===== src/rtl/mips_pkg.sv =====
// Constants shared by the decode stage and the register-bank dump controller.
package mips_pkg;

    localparam logic [2:0] ST_IDLE  = 3'd0;
    localparam logic [2:0] ST_DRAIN = 3'd1;
    localparam logic [2:0] ST_READ  = 3'd2;
    localparam logic [2:0] ST_SEND  = 3'd3;
    localparam logic [2:0] ST_DONE  = 3'd4;

    // Read-port-A address mux select, driven into the decode stage.
    localparam logic SEL_DECODE = 1'b0;
    localparam logic SEL_DUMP   = 1'b1;

endpackage


===== src/rtl/regbank_dump_controller.sv =====
// Freezes the pipeline, walks read port A over every register and streams
// the values out on a valid/ready port, then releases the pipeline.
module regbank_dump_controller
    import mips_pkg::*;
#(
    parameter int SIZE          = 32,
    parameter int NUM_REGISTERS = 32,
    parameter int SIZE_REG_DIR  = $clog2(NUM_REGISTERS)
) (
    input  logic                    clk,
    input  logic                    rst,
    input  logic                    i_dump_req,
    input  logic                    i_pipe_empty,
    output logic                    o_stall,
    output logic                    o_dir_sel,
    output logic [SIZE_REG_DIR-1:0] o_dir_regA,
    input  logic [SIZE-1:0]         i_reg_A,
    output logic [SIZE-1:0]         o_data,
    output logic [SIZE_REG_DIR-1:0] o_index,
    output logic                    o_valid,
    input  logic                    i_ready,
    output logic                    o_last,
    output logic                    o_busy,
    output logic                    o_done
);

    localparam logic [SIZE_REG_DIR-1:0] LAST_IDX = SIZE_REG_DIR'(NUM_REGISTERS - 1);

    logic [2:0]              state;
    logic [SIZE_REG_DIR-1:0] count;
    logic                    handshake;

    assign handshake = o_valid && i_ready;

    always_ff @(posedge clk) begin
        if (rst) begin
            state   <= ST_IDLE;
            count   <= '0;
            o_data  <= '0;
            o_index <= '0;
            o_valid <= 1'b0;
            o_last  <= 1'b0;
        end else begin
            case (state)
                ST_IDLE: begin
                    if (i_dump_req) begin
                        state <= ST_DRAIN;
                        count <= '0;
                    end
                end
                ST_DRAIN: begin
                    if (i_pipe_empty) state <= ST_READ;
                end
                ST_READ: begin
                    o_data  <= i_reg_A;
                    o_index <= count;
                    o_valid <= 1'b1;
                    o_last  <= (count == LAST_IDX);
                    state   <= ST_SEND;
                end
                ST_SEND: begin
                    if (handshake) begin
                        o_data  <= '0;
                        o_index <= '0;
                        o_valid <= 1'b0;
                        o_last  <= 1'b0;
                        // Terminal compare before increment keeps count in range.
                        if (count == LAST_IDX) begin
                            state <= ST_DONE;
                        end else begin
                            count <= count + 1'b1;
                            state <= ST_READ;
                        end
                    end
                end
                ST_DONE: state <= ST_IDLE;
                default: state <= ST_IDLE;
            endcase
        end
    end

    assign o_stall    = (state != ST_IDLE);
    assign o_busy     = (state != ST_IDLE);
    assign o_done     = (state == ST_DONE);
    assign o_dir_sel  = (state == ST_READ || state == ST_SEND) ? SEL_DUMP : SEL_DECODE;
    assign o_dir_regA = (o_dir_sel == SEL_DUMP) ? count : '0;

endmodule


===== config.mk =====
export PLATFORM = sky130hd
export DESIGN_NAME = regbank_dump_controller
export DESIGN_NICKNAME = d
export VERILOG_FILES = /design/src/rtl/mips_pkg.sv /design/src/rtl/regbank_dump_controller.sv
export SDC_FILE = /design/constraint.sdc
export NUM_CORES = 1
export LEC_CHECK = 0
export ABC_AREA = 1
export CAP_MARGIN = 20
export CORE_UTILIZATION = 25
export CTS_CLUSTER_DIAMETER = 60
export DETAILED_ROUTE_END_ITERATION = 7
export DONT_BUFFER_PORTS = 1
export GPL_ROUTABILITY_DRIVEN = 0
export GPL_TIMING_DRIVEN = 0
export MAX_ROUTING_LAYER = met4
export SYNTH_ARGS = -nofsm -noshare
export SYNTH_HDL_FRONTEND = slang
export SYNTH_SLANG_ARGS = --single-unit

===== constraint.sdc =====
create_clock -name clk -period 3.2 [get_ports clk]
set_input_delay 0.64 -clock clk [delete_from_list [all_inputs] [get_ports clk]]
set_output_delay 0.64 -clock clk [all_outputs]
set_load 0.02 [all_outputs]

== Word level (Yosys, flattened, before mapping) ==
Index checks and enable logic that the tools add are counted.

* $add $sub $neg: 1
* Multiplexer cells: 18
* Reduce and logical (&&, ||, !) cells: 9
* Equal/unequal tests: 9

{| class="wikitable"
|+ Operator list
! operator !! count
|-
| $pmux 32 s2 || 1
|-
| $mux 32 || 1
|-
| $mux 5 || 5
|-
| $pmux 5 s2 || 2
|-
| $mux 3 || 4
|-
| $pmux 3 s4 || 1
|-
| $ne 2x2->1 const B || 4
|-
| $eq 3x2->1 const B || 2
|-
| $add 5x1->5 const B || 1
|-
| $eq 5x5->1 const B || 1
|-
| $pmux 1 s2 || 2
|-
| $reduce_and 4->1 || 1
|-
| $reduce_bool 2->1 || 2
|-
| $eq 3x1->1 const B || 1
|-
| $eq 3x3->1 const B || 1
|-
| $logic_not 3->1 || 1
|-
| $reduce_and 3->1 || 1
|-
| $reduce_bool 3->1 || 1
|-
| $mux 1 || 2
|-
| $reduce_and 2->1 || 1
|-
| $logic_and 1x1->1 || 1
|-
| $logic_or 1x1->1 || 1
|}

* Input bits: 37
* Register bits after elaboration: 47

== Logic depth before layout (Yosys ltp) ==
* Word-level depth: 4
* Mapped depth: 11
* Mapped depth without buffers: 11

== Worst setup path after synthesis ==
OpenSTA, ideal clock, no wires.

* Kind: register -> output
* Start: reg state[1]
* End: out o_dir_regA[0]
* Stages on the path, launching flop included: 5
* Path slack: 1.423 ns
* Data arrival time: 1.137 ns
* Path through: dfxtp_1 > inv_1 > nor2_2 > inv_1 > nor2_1

* Longest elaborated chain between the ends: 4
* Elaborated cells between the ends (all ways): 5

{| class="wikitable"
|+ Ends and longest elaborated chain
! item !! RTL line !! text
|-
| from (decl) || regbank_dump_controller.sv:29 || <nowiki>logic [2:0] state;</nowiki>
|-
| from (signal assigned) || regbank_dump_controller.sv:37 || <nowiki>state <= ST_IDLE;</nowiki>
|-
| from (signal assigned) || regbank_dump_controller.sv:47 || <nowiki>state <= ST_DRAIN;</nowiki>
|-
| from (signal assigned) || regbank_dump_controller.sv:52 || <nowiki>if (i_pipe_empty) state <= ST_READ;</nowiki>
|-
| $eq 3x2->1 || regbank_dump_controller.sv:85 || <nowiki>assign o_dir_sel = (state == ST_READ || state == ST_SEND) ? SEL_DUMP : SEL_DECODE;</nowiki>
|-
| $logic_or 1x1->1 * || regbank_dump_controller.sv:85 ||
|-
| $mux 1 * || regbank_dump_controller.sv:85 ||
|-
| net o_dir_sel || regbank_dump_controller.sv:15 || <nowiki>output logic o_dir_sel,</nowiki>
|-
| $mux 5 * || regbank_dump_controller.sv:86 || <nowiki>assign o_dir_regA = (o_dir_sel == SEL_DUMP) ? count : '0;</nowiki>
|-
| to (decl) || regbank_dump_controller.sv:16 || <nowiki>output logic [SIZE_REG_DIR-1:0] o_dir_regA,</nowiki>
|}

Mark *: on every way through the listed nets, which the timed path passes. The rest lies on a longest branch.

== Worst setup path after layout ==
* Start: reg state[1]
* End: out o_dir_regA[2]

Same word-level chain as after synthesis.

==> results.sh <==
export IMPL_highest_layer="met4"
export IMPL_layout_commonest_cell="nand2_1"
export IMPL_drive_gt1_share_pct=11.6
export IMPL_synth_cells=260
export IMPL_route_met3_wl_um=347
export IMPL_clock_sink_count=47
export IMPL_cp_end_kind="output port"
export IMPL_postRouteAntennaNets=0
export IMPL_critPathTopFamily="simple AND/OR/NAND/NOR gates"
export IMPL_cpMostUsedCell="inv_1"
export IMPL_crit_fanout=5
export IMPL_post_route_min_period_ns=2.31
export IMPL_fin_crit_sh_pct=72.2
export IMPL_core_region_area_um2=7330
export IMPL_outcome="finished clean"
export IMPL_grt_overflow_total=0
export IMPL_synthesis_area_um2=1930
export IMPL_routedWlPerCell_um=12.6
export IMPL_final_nets=306
export IMPL_cts_resized=0
export IMPL_tightest_slew_ns=0.620
export IMPL_drt_wl_total_um=4620
export IMPL_tns_ns=0
export IMPL_hold_class="input pin to flop"
export IMPL_grt_pass1_wl_um=7730
export IMPL_antenna_cells=0
export IMPL_hold_depth=2
export IMPL_met2_length_um=2150
export IMPL_numCtsBuffers=5
export IMPL_hold_viol_final=0
export IMPL_insertion_delay_ns=0.30
export IMPL_startpoint_type="flop"
export IMPL_vias=1605
export IMPL_crit_type="flop to output port"
export IMPL_drt_pass1_iterations=4
export IMPL_start_util_pct=26.3
export IMPL_max_clock_path_buffers=2
export IMPL_synth_cell_type_count=23
export IMPL_rsz0062_at_grt="false"
export IMPL_fillCellCount=795
export IMPL_final_cell_mix="nand2_1 (94), dfxtp_1 (47), a21oi_1 (40), nor2_1 (17), inv_1 (15)"
export IMPL_synth_simple_gate_area_share_pct=29.8
export IMPL_die_x_um=89.8
export IMPL_slowest_delay_ns=0.42
export IMPL_fmax_mhz=433
export IMPL_cp_buffers_inverters=2
export IMPL_skew_ns=0.0139
export IMPL_arrival_ns=1.67
export IMPL_antenna_found_initial=0
export IMPL_synth_compound_area_share_pct=10.9
export IMPL_cts_hold_fix_buffers=0
export IMPL_ios=85
export IMPL_crit_cells=4
export IMPL_max_slew_margin_rel_pct=58.4
export IMPL_dieArea_um2=8060
export IMPL_slew_viol_final=0
export IMPL_dp_hpwl_um=3520
export IMPL_maxCapViolations=0
export IMPL_p_leak_nw=0.766
export IMPL_power_density_nw_per_um2=596
export IMPL_drc=0
export IMPL_crit_required_ns=2.56
export IMPL_synth_fa_ha_area_share_pct=1.30
export IMPL_cts_root_buf="clkbuf_8"
export IMPL_wl_met1_um=2010
export IMPL_synth_seq_cells=47
export IMPL_synthesis_area_per_instance_um2=7.41
export IMPL_grt_pass1_vias=1573
export IMPL_clkTransAtPathRegs_ns=0.09
export IMPL_htree_levels=2
export IMPL_synthMuxAreaShare_pct=0
export IMPL_synth_seq_area_share_pct=48.9
export IMPL_first_iter_violations=47
export IMPL_grtUsageTotal_pct=12.4
export IMPL_ir_worst_vdd_mv=0.184
export IMPL_synth_top_family_by_area="simple AND/OR/NAND/NOR gates"
export IMPL_whs_ns=0.477
export IMPL_critPathSlowestCell="dfxtp_1"
export IMPL_setup_viol=0
export IMPL_post_cts_repair_setup_buffers=0
export IMPL_grt_max_degree=15
export IMPL_yosysWarnings=0
export IMPL_cts_tree="built"
export IMPL_synth_fp_nets=299
export IMPL_synthToLayoutAreaGrowth_pct=10.9
export IMPL_viasPerCell=4.37
export IMPL_num_rows=31
export IMPL_io_buffers=0
export IMPL_r2r_cells=11
export IMPL_die_h_um=89.8
export IMPL_cp_cell_sequence="inv_1, nor2_2, inv_1, nor2_1"
export IMPL_synthXorXnorAreaFrac_pct=0.455
-- state kept, by name, summed over array words and instances (netlist names) --
register	cells
state	3
o_index	5
o_last	1
count	5
o_valid	1
o_data	32
-- Yosys cell counts --
| cell type | count | share of area [%] |
|---|---|---|
| buf_2 | 4 | 1.0 |
| inv_4 | 1 | 0.33 |
| clkbuf_1 | 4 | 0.78 |
| ha_1 | 2 | 1.3 |
| nor2_4 | 1 | 0.58 |
| nand4_1 | 2 | 0.65 |
| nand2_2 | 5 | 1.6 |
| nand3_1 | 10 | 2.6 |
| a21oi_1 | 40 | 10 |
| nor2_2 | 2 | 0.65 |
| nor2_1 | 17 | 3.3 |
| a21oi_2 | 1 | 0.45 |
| buf_1 | 1 | 0.19 |
| xnor2_1 | 1 | 0.45 |
| nand2_1 | 94 | 18 |
| buf_6 | 4 | 2.3 |
| inv_1 | 15 | 2.9 |
| buf_4 | 2 | 0.78 |
| nor3_1 | 2 | 0.52 |
| inv_2 | 2 | 0.39 |
| nor4_1 | 1 | 0.33 |
| nand2_4 | 2 | 1.2 |
| dfxtp_1 | 47 | 49 |
-- stage by stage --
step	area, µm²	power, mW	std cells	setup slack (ns)	utilization (%)
global placement	2050	0.938	359	1.22	28.0
floorplan	1930	0.888	260	1.42	-
CTS	2130	1.30	367	0.883	29.1
global route	2130	1.36	367	0.747	29.1
detailed placement	2050	0.940	359	1.22	28.0
finish	2130	1.27	367	0.891	29.1
-- path summary, 6_finish.rpt --
kind                            slack, ns            end        start
worst max-delay path                 0.89  o_dir_regA[2]     state[1]
worst min-delay path                 0.48     o_data[14]  i_reg_A[14]
worst max register to register       1.59       count[0]     count[0]
worst min register to register       0.51     o_index[3]     count[3]
-- per-layer routing --
metal | up-vias | global-route usage [%]
li1 | 828 | -
met1 | 709 | 14.0
met2 | 58 | 20.1
met3 | 10 | 4.31
met4 | 0 | 4.51
met5 | - | -
-- power by group --
part,switching (mW),total (mW),internal (mW)
logic,0.144,0.221,0.0766
clock network,0.198,0.351,0.153
registers,0.0729,0.700,0.627
total,0.415,1.27,0.857
-- cells by family (layout without fill, tap and decap cells) --
kind of cell | Yosys count | after routing
xor+xnor | 1 | 1
simple gates | 136 | 136
buf+inv | 33 | 41
flops | 47 | 47
fa+ha+maj | 2 | 2
compound gates | 41 | 41
-- worst register-to-register path, stage by stage, from the launching register on --
cell and delay, ns:
dfxtp_1 0.43, ha_1 0.21, nand2_1 0.06, nor2_1 0.09
ha_1 0.21, inv_1 0.07, nand2_2 0.09, nand2_4 0.07
nand2_4 0.10, inv_2 0.05, nor2_1 0.08, nor2_1 0.05
-- layout make-up --
class / instances / area, µm² / area share [%]
Clock buffer: 6 / 72.6 / 3.40
Buffer: 15 / 98.8 / 4.63
Sequential cell: 47 / 941 / 44.1
Multi-Input combinational cell: 180 / 816 / 38.2
Clock inverter: 2 / 12.5 / 0.586
Inverter: 18 / 70.1 / 3.28
Tap cell: 99 / 124 / 5.80
Note: power is estimated with default switching activity, not from simulation.
